`src/rtl/program_loader_pkg.sv`:
```
// program_loader_pkg: shared RAM geometry, loader widths and loader state encoding
package program_loader_pkg;
   localparam int RAM_BYTES   = 16;
   localparam int ADDR_W      = 4;
   localparam int DATA_W      = 8;
   localparam int SYNC_STAGES = 2;
   typedef enum logic [2:0] {
      S_IDLE,
      S_WAIT,
      S_ADDR,
      S_DATA,
      S_WRITE,
      S_DONE
   } state_t;
endpackage

```
`src/rtl/program_loader_sync_edge.sv`:
```
// sync_edge: multi-flop synchroniser for an asynchronous pin with a registered rising-edge pulse
module sync_edge #(
   parameter int STAGES = 2
) (
   input  logic clk,
   input  logic rst_n,
   input  logic d,
   output logic level,
   output logic rise
);
   logic [STAGES-1:0] sync;
   logic              prev;
   // shift the pin through the chain and register a one-cycle pulse on its synchronised rise
   always_ff @(posedge clk) begin
      if (!rst_n) begin
         sync <= '0;
         prev <= 1'b0;
         rise <= 1'b0;
      end else begin
         sync <= {sync[STAGES-2:0], d};
         prev <= sync[STAGES-1];
         rise <= sync[STAGES-1] & ~prev;
      end
   end
   assign level = sync[STAGES-1];
endmodule

```
`src/rtl/program_loader.sv`:
```
// program_loader: writes program bytes from the pins into RAM through the MAR/RAM strobes while holding the CPU
module program_loader
   import program_loader_pkg::*;
(
   input  logic              clk,
   input  logic              rst_n,
   input  logic              load_mode,
   input  logic              data_valid,
   input  logic [DATA_W-1:0] data_in,
   output logic [DATA_W-1:0] bus_out,
   output logic              bus_oe,
   output logic              n_load_addr,
   output logic              n_load_data,
   output logic              n_write,
   output logic              cpu_hold,
   output logic              busy,
   output logic              done,
   output logic              overrun,
   output logic [ADDR_W-1:0] addr
);
   state_t            state, next;
   logic              mode, vpulse, mode_rise_unused;
   logic [DATA_W-1:0] data_q;
   logic              last;

   sync_edge #(.STAGES(SYNC_STAGES)) u_valid (
      .clk(clk), .rst_n(rst_n), .d(data_valid), .level(), .rise(vpulse)
   );
   sync_edge #(.STAGES(SYNC_STAGES)) u_mode (
      .clk(clk), .rst_n(rst_n), .d(load_mode), .level(mode), .rise(mode_rise_unused)
   );

   assign last = addr == ADDR_W'(RAM_BYTES - 1);

   // state register
   always_ff @(posedge clk) begin
      if (!rst_n) state <= S_IDLE;
      else state <= next;
   end

   // next state; dropping load_mode abandons a byte unless its RAM write is already under way
   always_comb begin
      next = S_IDLE;
      unique case (state)
         S_IDLE:  next = mode ? S_WAIT : S_IDLE;
         S_WAIT:  next = !mode ? S_IDLE : vpulse ? S_ADDR : S_WAIT;
         S_ADDR:  next = mode ? S_DATA : S_IDLE;
         S_DATA:  next = mode ? S_WRITE : S_IDLE;
         S_WRITE: next = last ? S_DONE : mode ? S_WAIT : S_IDLE;
         S_DONE:  next = mode ? S_DONE : S_IDLE;
         default: next = S_IDLE;
      endcase
   end

   // address counter, accepted byte and sticky overrun; a byte offered while busy is dropped
   always_ff @(posedge clk) begin
      if (!rst_n) begin
         addr    <= '0;
         data_q  <= '0;
         overrun <= 1'b0;
      end else begin
         if (state == S_IDLE && mode) addr <= '0;
         else if (state == S_WRITE) addr <= addr + 1'b1;
         if (state == S_WAIT && vpulse) data_q <= data_in;
         if (state == S_IDLE && mode) overrun <= 1'b0;
         else if (vpulse && busy) overrun <= 1'b1;
      end
   end

   // strobes and bus drive decoded from the state
   always_comb begin
      bus_oe      = state == S_ADDR || state == S_DATA;
      bus_out     = state == S_ADDR ? {{(DATA_W-ADDR_W){1'b0}}, addr} : state == S_DATA ? data_q : '0;
      n_load_addr = state != S_ADDR;
      n_load_data = state != S_DATA;
      n_write     = state != S_WRITE;
      cpu_hold    = state != S_IDLE;
      busy        = state == S_ADDR || state == S_DATA || state == S_WRITE;
      done        = state == S_DONE;
   end
endmodule

```
`config.mk`:
```
export PLATFORM = sky130hd
export DESIGN_NAME = program_loader
export DESIGN_NICKNAME = d
export VERILOG_FILES = /design/src/rtl/program_loader_pkg.sv /design/src/rtl/program_loader_sync_edge.sv /design/src/rtl/program_loader.sv
export SDC_FILE = /design/constraint.sdc
export NUM_CORES = 1
export LEC_CHECK = 0
export ABC_AREA = 1
export BUFFER_PORTS_ARGS = -buffer_cell sky130_fd_sc_hd__buf_2
export CAP_MARGIN = 20
export CORE_UTILIZATION = 46
export DETAILED_ROUTE_END_ITERATION = 12
export GPL_TIMING_DRIVEN = 1
export PLACE_DENSITY_LB_ADDON = 0.3
export SLEW_MARGIN = 0
export SYNTH_ARGS = -nofsm -noshare
export SYNTH_HDL_FRONTEND = slang
export SYNTH_SLANG_ARGS = --single-unit
```
`constraint.sdc`:
```
create_clock -name clk -period 3.5 [get_ports clk]
set_clock_uncertainty 0.1 [all_clocks]
set_input_delay 0.35 -clock clk [delete_from_list [all_inputs] [get_ports clk]]
set_output_delay 0.35 -clock clk [all_outputs]
set_load 0.01 [all_outputs]
```
==> results.cfg <==
[run_status]
result_of_the_run = finished, final reports clean

[yosys]
post_synth_fa_ha_maj_area_fraction = 0.0127
post_synth_xor_area_fraction = 0.00886
synth_compound_gate_area_share = 0.120
synthDistinctLibCells = 20
post_synth.cell_area_avg_sq_um = 7.49
ys_seq_elements = 22
share_of_synthesized_area_spent_on_multiplexers = 0
synth_top_family_by_area = simple AND/OR/NAND/NOR gates
syn-instance-count = 132
syn-cell-area_sq_um = 988
yosysSeqAreaShare = 0.446
ys.warnings.count = 0
syn_nets = 145
synth_simple_gate_area_frac = 0.313

[timing]
setup_violations = 0
setup_total_negative_slack_ns = 0
max_slew.worst_pin.slew_ns = 0.315
final_hold_viol_count = 0
period_minus_slack_ns = 1.90
fmax_mhz = 526
period_share = 0.543
slew_viol_final = 0
max-slew-margin-rel = 0.790
rsz0062_at_grt = no

[setup_path]
cp_cell_sequence = inv_2 > nor2_4 > nand2_4 > clkinv_2 > nand2_1 > o21ai_0 > buf_2
critical-path-slowest-cell = dfxtp_1
timing.critical_path.buf_inv = 3
regToRegStartpoint = state[0]$_SDFF_PN0_
required_ns = 3.05
cp-startpoint = state[1]$_SDFF_PN0_
worst_ep_arrival_time_ns = 1.45
critPathCaptureType = primary output
cp_max_fo = 6
cp_delay_by_family_top = flip-flops
cp_slowest_stage_delay_ns = 0.42
path_class = flip-flop to primary output
setup.worst_path.start_class = flip-flop

[grt]
first_pass_grt_wire_length_mm = 2.95
number_of_global_route_vias_before_repair = 740
global_route.usage.total = 0.161
grt_antenna_before_repair = 0
pin_count_of_the_biggest_net_entering_global_routing = 17
grt_overflow_total = 0

[routing]
dr.pass1.iters = 4
drt-vias-per-instance = 4.69
drc = 0
wirelength_mm = 1.85
drt.antenna.violating_nets = 0
drt_iter0_markers = 7
wl_per_cell_um = 9.70
vias = 895

[floorplan]
die-area_sq_um = 2340
placement_row_count = 16
core_area_sq_um = 1980
pin_count = 32
die_y_um = 48.4
die_width_um = 48.4
starting_density = 0.499

[clock_network]
clock_sink_count = 22
clk_pin_slew_ns = 0.11
clockRootBuffer = clkbuf_4
clkLatencyLatePin_ns = 0.30
postCtsResizedCells = 0
cts_setup_buffers = 0
h_tree_levels = 1
tritoncts_clock_tree = yes
cts_max_path_buffers = 2
inserted_clock_buffers = 3
cts.hold.buffers_added = 0

[place]
port_buffers = 31
gpl.final_weighted_congestion = 0.771
placed_cells_incl_taps = 188
detailed_place_hpwl_mm = 1.43
dpl-instance-area_sq_um = 1150

[min_path]
hold_start = load_mode
hold_path_class = input port to flip-flop

[pwr]
power-per-cell-area_nw_per_um2 = 329
seqPwrFrac = 0.662
sw_frac_of_total = 0.218
pwr-share-comb = 0.052
netSwitchingPower_uw = 84.4
vdd.ir_drop.worst_mv = 0.214
clock_power_share = 0.286
int_pwr_uw = 303
leakage_power_nw = 0.591

[layout]
fin_cells = 191
finalInstanceArea_sq_um = 1180
layout.cells.most_common_list = buf_2, nand2_1, dfxtp_1, nor2_1, inv_1
final_core_utilization = 0.594
drive_gt1_frac = 0.293
final_common_cell = buf_2
diodes = 0
final_layout_net_count = 179
area_growth_pct = 19.1

[run]
cap_violations = 0
-- Yosys cell counts --
cell type,n,area [sq um]
nand2_1,27,101
dfxtp_1,22,440
nor2_1,18,67.6
inv_1,16,60.1
nand3_1,10,50.1
a21oi_1,9,45.0
o21ai_0,5,25.0
o21ai_2,5,43.8
nand4_1,4,25.0
inv_2,3,11.3
buf_6,2,22.5
nand3_2,2,20.0
nor2_4,2,22.5
clkinv_2,1,5.00
ha_1,1,12.5
nand2_4,1,11.3
nor3_1,1,5.00
o21ai_1,1,5.00
or2_1,1,6.26
xor2_1,1,8.76
-- metal layers --
metal	vias to the layer above	wire length, um	GRT usage
met5	-	0	0
met4	0	30	0.0833
met3	4	78	0.0440
met2	19	912	0.265
met1	390	830	0.191
li1	482	-	-
-- worst paths after layout --
| check | end | slack, ns | cells after the start |
|---|---|---|---|
| worst max-delay path | bus_out[3] | 1.60 | 7 |
| worst min-delay path | u_mode.sync[0]$_SDFF_PN0_ | 0.12 | 3 |
| worst max register to register | data_q[4]$_SDFFE_PN0P_ | 2.04 | 5 |
| worst min register to register | u_valid.rise$_SDFF_PN0_ | 0.29 | 1 |
-- power by group through the flow --
stage               logic [mW]  clock network, mW  registers (mW)
global route            0.0229              0.128           0.257
floorplan               0.0122                  0           0.261
detailed placement      0.0202                  0           0.262
finish                  0.0201              0.111           0.256
CTS                     0.0203              0.116           0.256
global placement        0.0198                  0           0.262
-- worst register-to-register path: cells and delay by family, from the launching register on --
family                 cells  cell delay (ns)
flip-flops                 1             0.43
AND/OR/NAND/NOR            2             0.40
AO/OA/AOI/OAI              2             0.30
buffers and inverters      1             0.13
-- cell families (layout without fill, tap and decap cells) --
kind of cell | after synthesis | after routing
xor+xnor | 1 | 1
fa+ha+maj | 1 | 1
buf+inv | 22 | 54
compound gates | 20 | 20
simple gates | 66 | 66
flops | 22 | 22
-- flip-flops by register name (all words and copies together), names as in the netlist --
register	flops
data_q	8
addr	4
state	3
u_mode.sync	2
u_valid.sync	2
overrun	1
u_valid.prev	1
u_valid.rise	1
-- stage by stage --
stage | hold WS (ns) | power (mW) | setup slack [ns]
2_1_floorplan | 0.268 | 0.273 | 1.94
3_3_place_gp | 0.271 | 0.281 | 2.01
3_5_place_dp | 0.280 | 0.282 | 1.93
4_1_cts | 0.108 | 0.392 | 1.58
5_1_grt | 0.112 | 0.408 | 1.48
6_report | 0.118 | 0.387 | 1.60
-- final cells by class --
cell class,count,area [sq um]
Tap cell,27,33.8
Sequential cell,22,440
Multi-Input combinational cell,88,449
Timing Repair Buffer,31,155
Fill cell,189,805
Inverter,20,76.3
Clock buffer,3,22.5
Power figures use the tool's default switching activity.
